[src/rtl/seg7_capture_pkg.sv]
// Shared constants for the 7-segment loopback checker: active-low digit
// patterns, sign patterns and FSM encoding.
package seg_pkg;

    // Active-low segment patterns, bit 6 = a ... bit 0 = g
    localparam logic [6:0] DIG_0 = 7'b0000001;
    localparam logic [6:0] DIG_1 = 7'b1001111;
    localparam logic [6:0] DIG_2 = 7'b0010010;
    localparam logic [6:0] DIG_3 = 7'b0000110;
    localparam logic [6:0] DIG_4 = 7'b1001100;
    localparam logic [6:0] DIG_5 = 7'b0100100;
    localparam logic [6:0] DIG_6 = 7'b0100000;
    localparam logic [6:0] DIG_7 = 7'b0001111;
    localparam logic [6:0] DIG_8 = 7'b0000000;

    localparam logic [6:0] SEG_MINUS = 7'b1111110;
    localparam logic [6:0] SEG_BLANK = 7'b1111111;

    localparam logic [0:0] SETTLE = 1'b0;
    localparam logic [0:0] HOLD   = 1'b1;

    typedef struct packed {
        logic       err;
        logic [3:0] data;
    } seg_result_t;

endpackage

[src/rtl/seg7_capture_if.sv]
// Result handshake of the display decoder: one-entry valid/ready with an
// error qualifier on the data.
interface seg7_capture_if;
    logic       out_valid;
    logic       out_ready;
    logic [3:0] out_data;
    logic       out_err;

    modport master (
        output out_valid,
        output out_data,
        output out_err,
        input  out_ready
    );

    modport slave (
        input  out_valid,
        input  out_data,
        input  out_err,
        output out_ready
    );
endinterface

[src/rtl/seg7_decode.sv]
// Combinational decode of an active-low magnitude digit plus sign digit
// into a 4-bit two's-complement value with an error flag.
module seg7_decode
    import seg_pkg::*;
(
    input  logic [6:0] digit,
    input  logic [6:0] sign,
    output logic       err,
    output logic [3:0] data
);

    logic [3:0] mag;
    logic       mag_ok;
    logic       neg;
    logic       sign_ok;

    always_comb begin
        mag    = '0;
        mag_ok = 1'b1;
        unique case (digit)
            DIG_0:   mag = 4'd0;
            DIG_1:   mag = 4'd1;
            DIG_2:   mag = 4'd2;
            DIG_3:   mag = 4'd3;
            DIG_4:   mag = 4'd4;
            DIG_5:   mag = 4'd5;
            DIG_6:   mag = 4'd6;
            DIG_7:   mag = 4'd7;
            DIG_8:   mag = 4'd8;
            default: mag_ok = 1'b0;
        endcase
    end

    assign neg     = (sign == SEG_MINUS);
    assign sign_ok = neg || (sign == SEG_BLANK);

    always_comb begin
        err  = 1'b0;
        data = '0;
        if (!mag_ok || !sign_ok) begin
            err = 1'b1;
        end else if (neg) begin
            // -0 has no display form; -8 wraps naturally to 4'b1000
            if (mag == 4'd0) err = 1'b1;
            else             data = (~mag) + 4'd1;
        end else begin
            if (mag == 4'd8) err = 1'b1;
            else             data = mag;
        end
    end

endmodule

[src/rtl/seg7_capture.sv]
// Samples the two display digits, waits for STABLE_CYCLES identical samples,
// decodes once per stable value and offers it through a one-entry buffer.
module seg7_capture
    import seg_pkg::*;
#(
    parameter int unsigned STABLE_CYCLES = 4
) (
    input  logic                  clk,
    input  logic                  rst_n,
    input  logic [6:0]            seg_num,
    input  logic [6:0]            seg_sin,
    seg7_capture_if.master        res,
    output logic                  ovf
);

    if (STABLE_CYCLES < 2 || STABLE_CYCLES > 255) begin : g_bad_param
        $error("seg7_capture: STABLE_CYCLES out of range 2..255");
    end

    localparam logic [7:0] CNT_LAST = 8'(STABLE_CYCLES - 1);

    logic [6:0]  num_q;
    logic [6:0]  sin_q;
    logic [0:0]  state;
    logic [7:0]  cnt;
    logic        changed;
    logic        capture;
    seg_result_t dec;
    logic        valid_q;
    logic [3:0]  data_q;
    logic        err_q;

    assign changed = ({seg_num, seg_sin} != {num_q, sin_q});
    assign capture = (state == SETTLE) && !changed && (cnt == CNT_LAST);

    seg7_decode u_decode (
        .digit (num_q),
        .sign  (sin_q),
        .err   (dec.err),
        .data  (dec.data)
    );

    always_ff @(posedge clk or negedge rst_n) begin
        if (!rst_n) begin
            num_q <= SEG_BLANK;
            sin_q <= SEG_BLANK;
        end else begin
            num_q <= seg_num;
            sin_q <= seg_sin;
        end
    end

    always_ff @(posedge clk or negedge rst_n) begin
        if (!rst_n) begin
            state <= SETTLE;
            cnt   <= '0;
        end else begin
            case (state)
                SETTLE: begin
                    if (changed)      cnt   <= '0;
                    else if (capture) state <= HOLD;
                    else              cnt   <= cnt + 8'd1;
                end
                default: begin
                    if (changed) begin
                        cnt   <= '0;
                        state <= SETTLE;
                    end
                end
            endcase
        end
    end

    // A capture coinciding with a handshake replaces the entry without overflow
    always_ff @(posedge clk or negedge rst_n) begin
        if (!rst_n) begin
            valid_q <= 1'b0;
            data_q  <= '0;
            err_q   <= 1'b0;
            ovf     <= 1'b0;
        end else if (capture) begin
            if (!valid_q || res.out_ready) begin
                valid_q <= 1'b1;
                data_q  <= dec.data;
                err_q   <= dec.err;
            end else begin
                ovf <= 1'b1;
            end
        end else if (valid_q && res.out_ready) begin
            valid_q <= 1'b0;
        end
    end

    assign res.out_valid = valid_q;
    assign res.out_data  = data_q;
    assign res.out_err   = err_q;

endmodule

[src/flat_wrapper.sv]
// flat-port wrapper written by rule: the top's interface ports become plain ports
module seg7_capture_flat import seg_pkg::*;
#(
    parameter int unsigned STABLE_CYCLES = 4
)
  (clk, rst_n, seg_num, seg_sin, ovf, res_out_valid, res_out_data, res_out_err, res_out_ready);
  seg7_capture_if res_i ();
  input  logic clk;
  input  logic rst_n;
  input  logic [6:0] seg_num;
  input  logic [6:0] seg_sin;
  output logic ovf;
  output wire logic [$bits(res_i.out_valid)-1:0] res_out_valid;
  output wire logic [$bits(res_i.out_data)-1:0] res_out_data;
  output wire logic [$bits(res_i.out_err)-1:0] res_out_err;
  input wire logic [$bits(res_i.out_ready)-1:0] res_out_ready;
  assign res_out_valid = res_i.out_valid;
  assign res_out_data = res_i.out_data;
  assign res_out_err = res_i.out_err;
  assign res_i.out_ready = res_out_ready;
  seg7_capture #(.STABLE_CYCLES(STABLE_CYCLES)) u_core (.clk(clk), .rst_n(rst_n), .seg_num(seg_num), .seg_sin(seg_sin), .res(res_i), .ovf(ovf));
endmodule
[config.mk]
export PLATFORM = sky130hd
export DESIGN_NAME = seg7_capture_flat
export DESIGN_NICKNAME = d
export VERILOG_FILES = /design/src/rtl/seg7_capture_pkg.sv /design/src/rtl/seg7_capture_if.sv /design/src/rtl/seg7_decode.sv /design/src/rtl/seg7_capture.sv /design/src/flat_wrapper.sv
export SDC_FILE = /design/constraint.sdc
export NUM_CORES = 1
export LEC_CHECK = 0
export ABC_CLOCK_PERIOD_IN_PS = 4900
export CAP_MARGIN = 20
export CORE_MARGIN = 3
export CORE_UTILIZATION = 56
export DETAILED_ROUTE_END_ITERATION = 8
export GPL_TIMING_DRIVEN = 0
export PLACE_DENSITY = 0.83
export SLEW_MARGIN = 20
export SYNTH_ARGS = -nofsm -noshare
export SYNTH_HDL_FRONTEND = slang
export SYNTH_SLANG_ARGS = --single-unit
[constraint.sdc]
create_clock -name clk -period 4.9 [get_ports clk]
set_input_delay 1.47 -clock clk [delete_from_list [all_inputs] [get_ports clk]]
set_output_delay 1.47 -clock clk [all_outputs]
set_load 0.02 [all_outputs]
==> qor.yml <==
clock_network:
  cts_max_path_buffers: 2
  numCtsBuffers: 5
  cts_setup_buffers: 0
  hold_buffers: 0
  clk_pin_slew_ns: 0.09
  clock_latency_ns: 0.34
  cts_sinks: 30
  cts_tree: "built"
  cts-resized-gates: 0
  clockRootBuffer: "clkbuf_4"
  htreeDepth: 2
layout:
  layout.nets: 187
  drive_gt1_share_pct: 18.3
  num-fill-cells: 205
  num_antenna_cells: 0
  area_growth_pct: 21.7
  postLayoutCoreUtil_pct: 72.7
timing:
  finClkSkew_ns: 0.00616
  drv_slew: 0
  hold_viol: 0
  holdWs_ns: 0.490
  rsz0062_at_grt: "no"
  tns_ns: 0
  maxSlewHeadroom_pct: 58.8
  max_freq_ghz: 0.316
  tightest_slew_ns: 0.618
  setup_viol: 0
  min_period_over_period_pct: 64.6
  period_needed_ns: 3.17
route:
  routedWlPerCell_um: 14.3
  via_count: 1148
  viasPerCell: 5.77
  postRouteAntennaNets: 0
  drtIter0Drc: 53
  routed_wl_um: 2840
  drc: 0
  first_pass_iters: 4
floorplan:
  io_pins: 24
  coreArea_mm2: 0.00252
  dieWidth_um: 57.9
  dieArea_mm2: 0.00335
  rows: 18
  start_util_pct: 59.8
  die_y_um: 57.9
grt:
  grt-ovfl-total: 0
  grt.total_usage_pct: 20.1
  grt_pass1_wl_um: 5040
  grt_start_max_net_pins: 31
  grt_pass1_vias: 1169
  antenna_found_initial: 0
worst_setup_path:
  crit_type: "in2reg"
  cp_data_arrival_time_ns: 3.40
  startpoint_type: "input port"
  required_ns: 5.13
  cp-end-kind: "register"
  cp_max_fo: 9
logic_synthesis:
  yosysSeqAreaShare_pct: 51.0
  synth_compound_area_share_pct: 8.88
  ys_seq_elements: 30
  avgSynthCellArea_um2: 10.9
  ys_async_sr_fraction_pct: 100
  yosys.area_share.simple_pct: 21.7
  synth_top_family_by_area: "simple AND/OR/NAND/NOR gates"
  synth_edf_count: 0
  synthDistinctLibCells: 41
  muxShareOfSynthArea_pct: 1.41
  synthXorXnorAreaFrac_pct: 14.5
  ys_warn_count: 0
  netlist_area_mm2: 0.00151
  synth_fa_ha_area_share_pct: 1.66
  syn_inst: 138
  synth_nets: 157
  ys.flop_type: "dfrtp_1"
power:
  ir_drop_v: 0.000187
  powerDensity_mw_per_mm2: 253
  p_leak_nw: 0.748
place:
  hpwl_um: 2190
  port_buffers: 23
  gp_congestion: 0.916
run:
  drv_cap: 0
outcome:
  status: "complete, no violations"
min_path:
  min_path_type: "reg2reg"
-- registers in the layout, indices dropped and copies added (netlist names) --
register              count
u_core.cnt                8
u_core.num_q              7
u_core.sin_q              7
u_core.res.out_data       4
u_core.ovf                1
u_core.res.out_err        1
u_core.res.out_valid      1
u_core.state              1
-- cell usage in the layout (no fill, tap or decap), types with 3 or more instances in the layout --
master / count
clkdlybuf4s50_1: 22
nor4_1: 3
a21oi_1: 4
o21ai_0: 3
nor2_1: 15
nor3_1: 4
xnor2_1: 4
o31ai_1: 3
clkbuf_4: 5
nand2_1: 10
nand3_1: 3
xor2_1: 21
dfrtp_1: 16
dfstp_2: 14
-- final timing paths --
kind	start	end	slack, ns	depth (start not counted)
max	seg_num[3]	u_core.res.out_data[1]$_DFFE_PN0P_	1.73	6
min	u_core.res.out_data[2]$_DFFE_PN0P_	u_core.res.out_data[2]$_DFFE_PN0P_	0.49	2
max reg2reg	u_core.num_q[1]$_DFF_PN1_	u_core.res.out_data[3]$_DFFE_PN0P_	2.48	9
min reg2reg	u_core.res.out_data[2]$_DFFE_PN0P_	u_core.res.out_data[2]$_DFFE_PN0P_	0.49	2
max in group asynchronous	rst_n	u_core.cnt[2]$_DFFE_PN0P_	3.36	1
min in group asynchronous	rst_n	u_core.res.out_data[2]$_DFFE_PN0P_	1.13	1
-- per-stage QoR --
stage                     power [mW]  setup slack [ns]  cell area [um2]  std cells
final                          0.465              1.73             1830        199
after detailed placement       0.312              1.36             1770        191
after global placement         0.310              1.38             1780        191
after floorplan                0.287              2.13             1510        138
after global routing           0.486              1.55             1830        199
after CTS                      0.469              1.70             1830        199
-- power by group --
| group | internal, mW | switching (mW) |
|---|---|---|
| clock network | 0.0688 | 0.0887 |
| logic | 0.0224 | 0.0197 |
| registers | 0.258 | 0.00688 |
| total | 0.350 | 0.115 |
-- synth_stat cells, types with 2 or more instances --
cell,count,area share (%)
clkbuf_1,2,0.50
o21ai_2,2,1.2
nor3_1,4,1.3
nand4_1,2,0.83
nand2_1,10,2.5
dfrtp_1,16,27
a21oi_1,4,1.3
nor2_1,15,3.7
nand2b_1,2,0.83
and3_1,2,0.83
xnor2_1,4,2.3
nor4_1,3,1.2
o21ai_0,3,1.0
xor2_1,21,12
o31ai_1,3,1.5
ha_1,2,1.7
dfstp_2,14,24
nand3_1,3,1.0
nand4b_1,2,1.2
nor3b_1,2,1.0
nor2b_1,2,0.83
-- metal layers --
layer | vias up | global-route usage [%] | wire (um)
met5 | - | 0 | 0
met4 | 0 | 13.6 | 86
met3 | 9 | 4.90 | 191
met2 | 38 | 32.4 | 1340
met1 | 544 | 23.6 | 1220
li1 | 557 | - | -
-- layout make-up --
cell class                 count  area, um2  share of cell area (%)
sequential                    30        768                    41.9
multi-input combinational    105        727                    39.6
timing repair buffer          23        225                    12.3
clock buffer                   6       51.3                    2.80
tap                           30       37.5                    2.05
clock inverter                 2       12.5                   0.682
buffer                         3       12.5                   0.682
-- logic make-up (layout without fill, tap and decap cells) --
kind of cell               count (synthesis)  after routing
and+or+nand+nor                           57             57
xor gates and xnor gates                  25             25
adders and majority gates                  2              2
DFF                                       30             30
AOI/OAI and AO/OA                         19             19
muxes                                      2              2
buffers and inverters                      3             34
-- critical path, cell delays in order --
cell and delay, ns:
clkdlybuf4s50_1 0.44, xor2_1 0.17, nor4_1 0.30, nand4_1 0.18, nand3b_1 0.39, o41ai_1 0.45
Power figures use the tool's default switching activity.
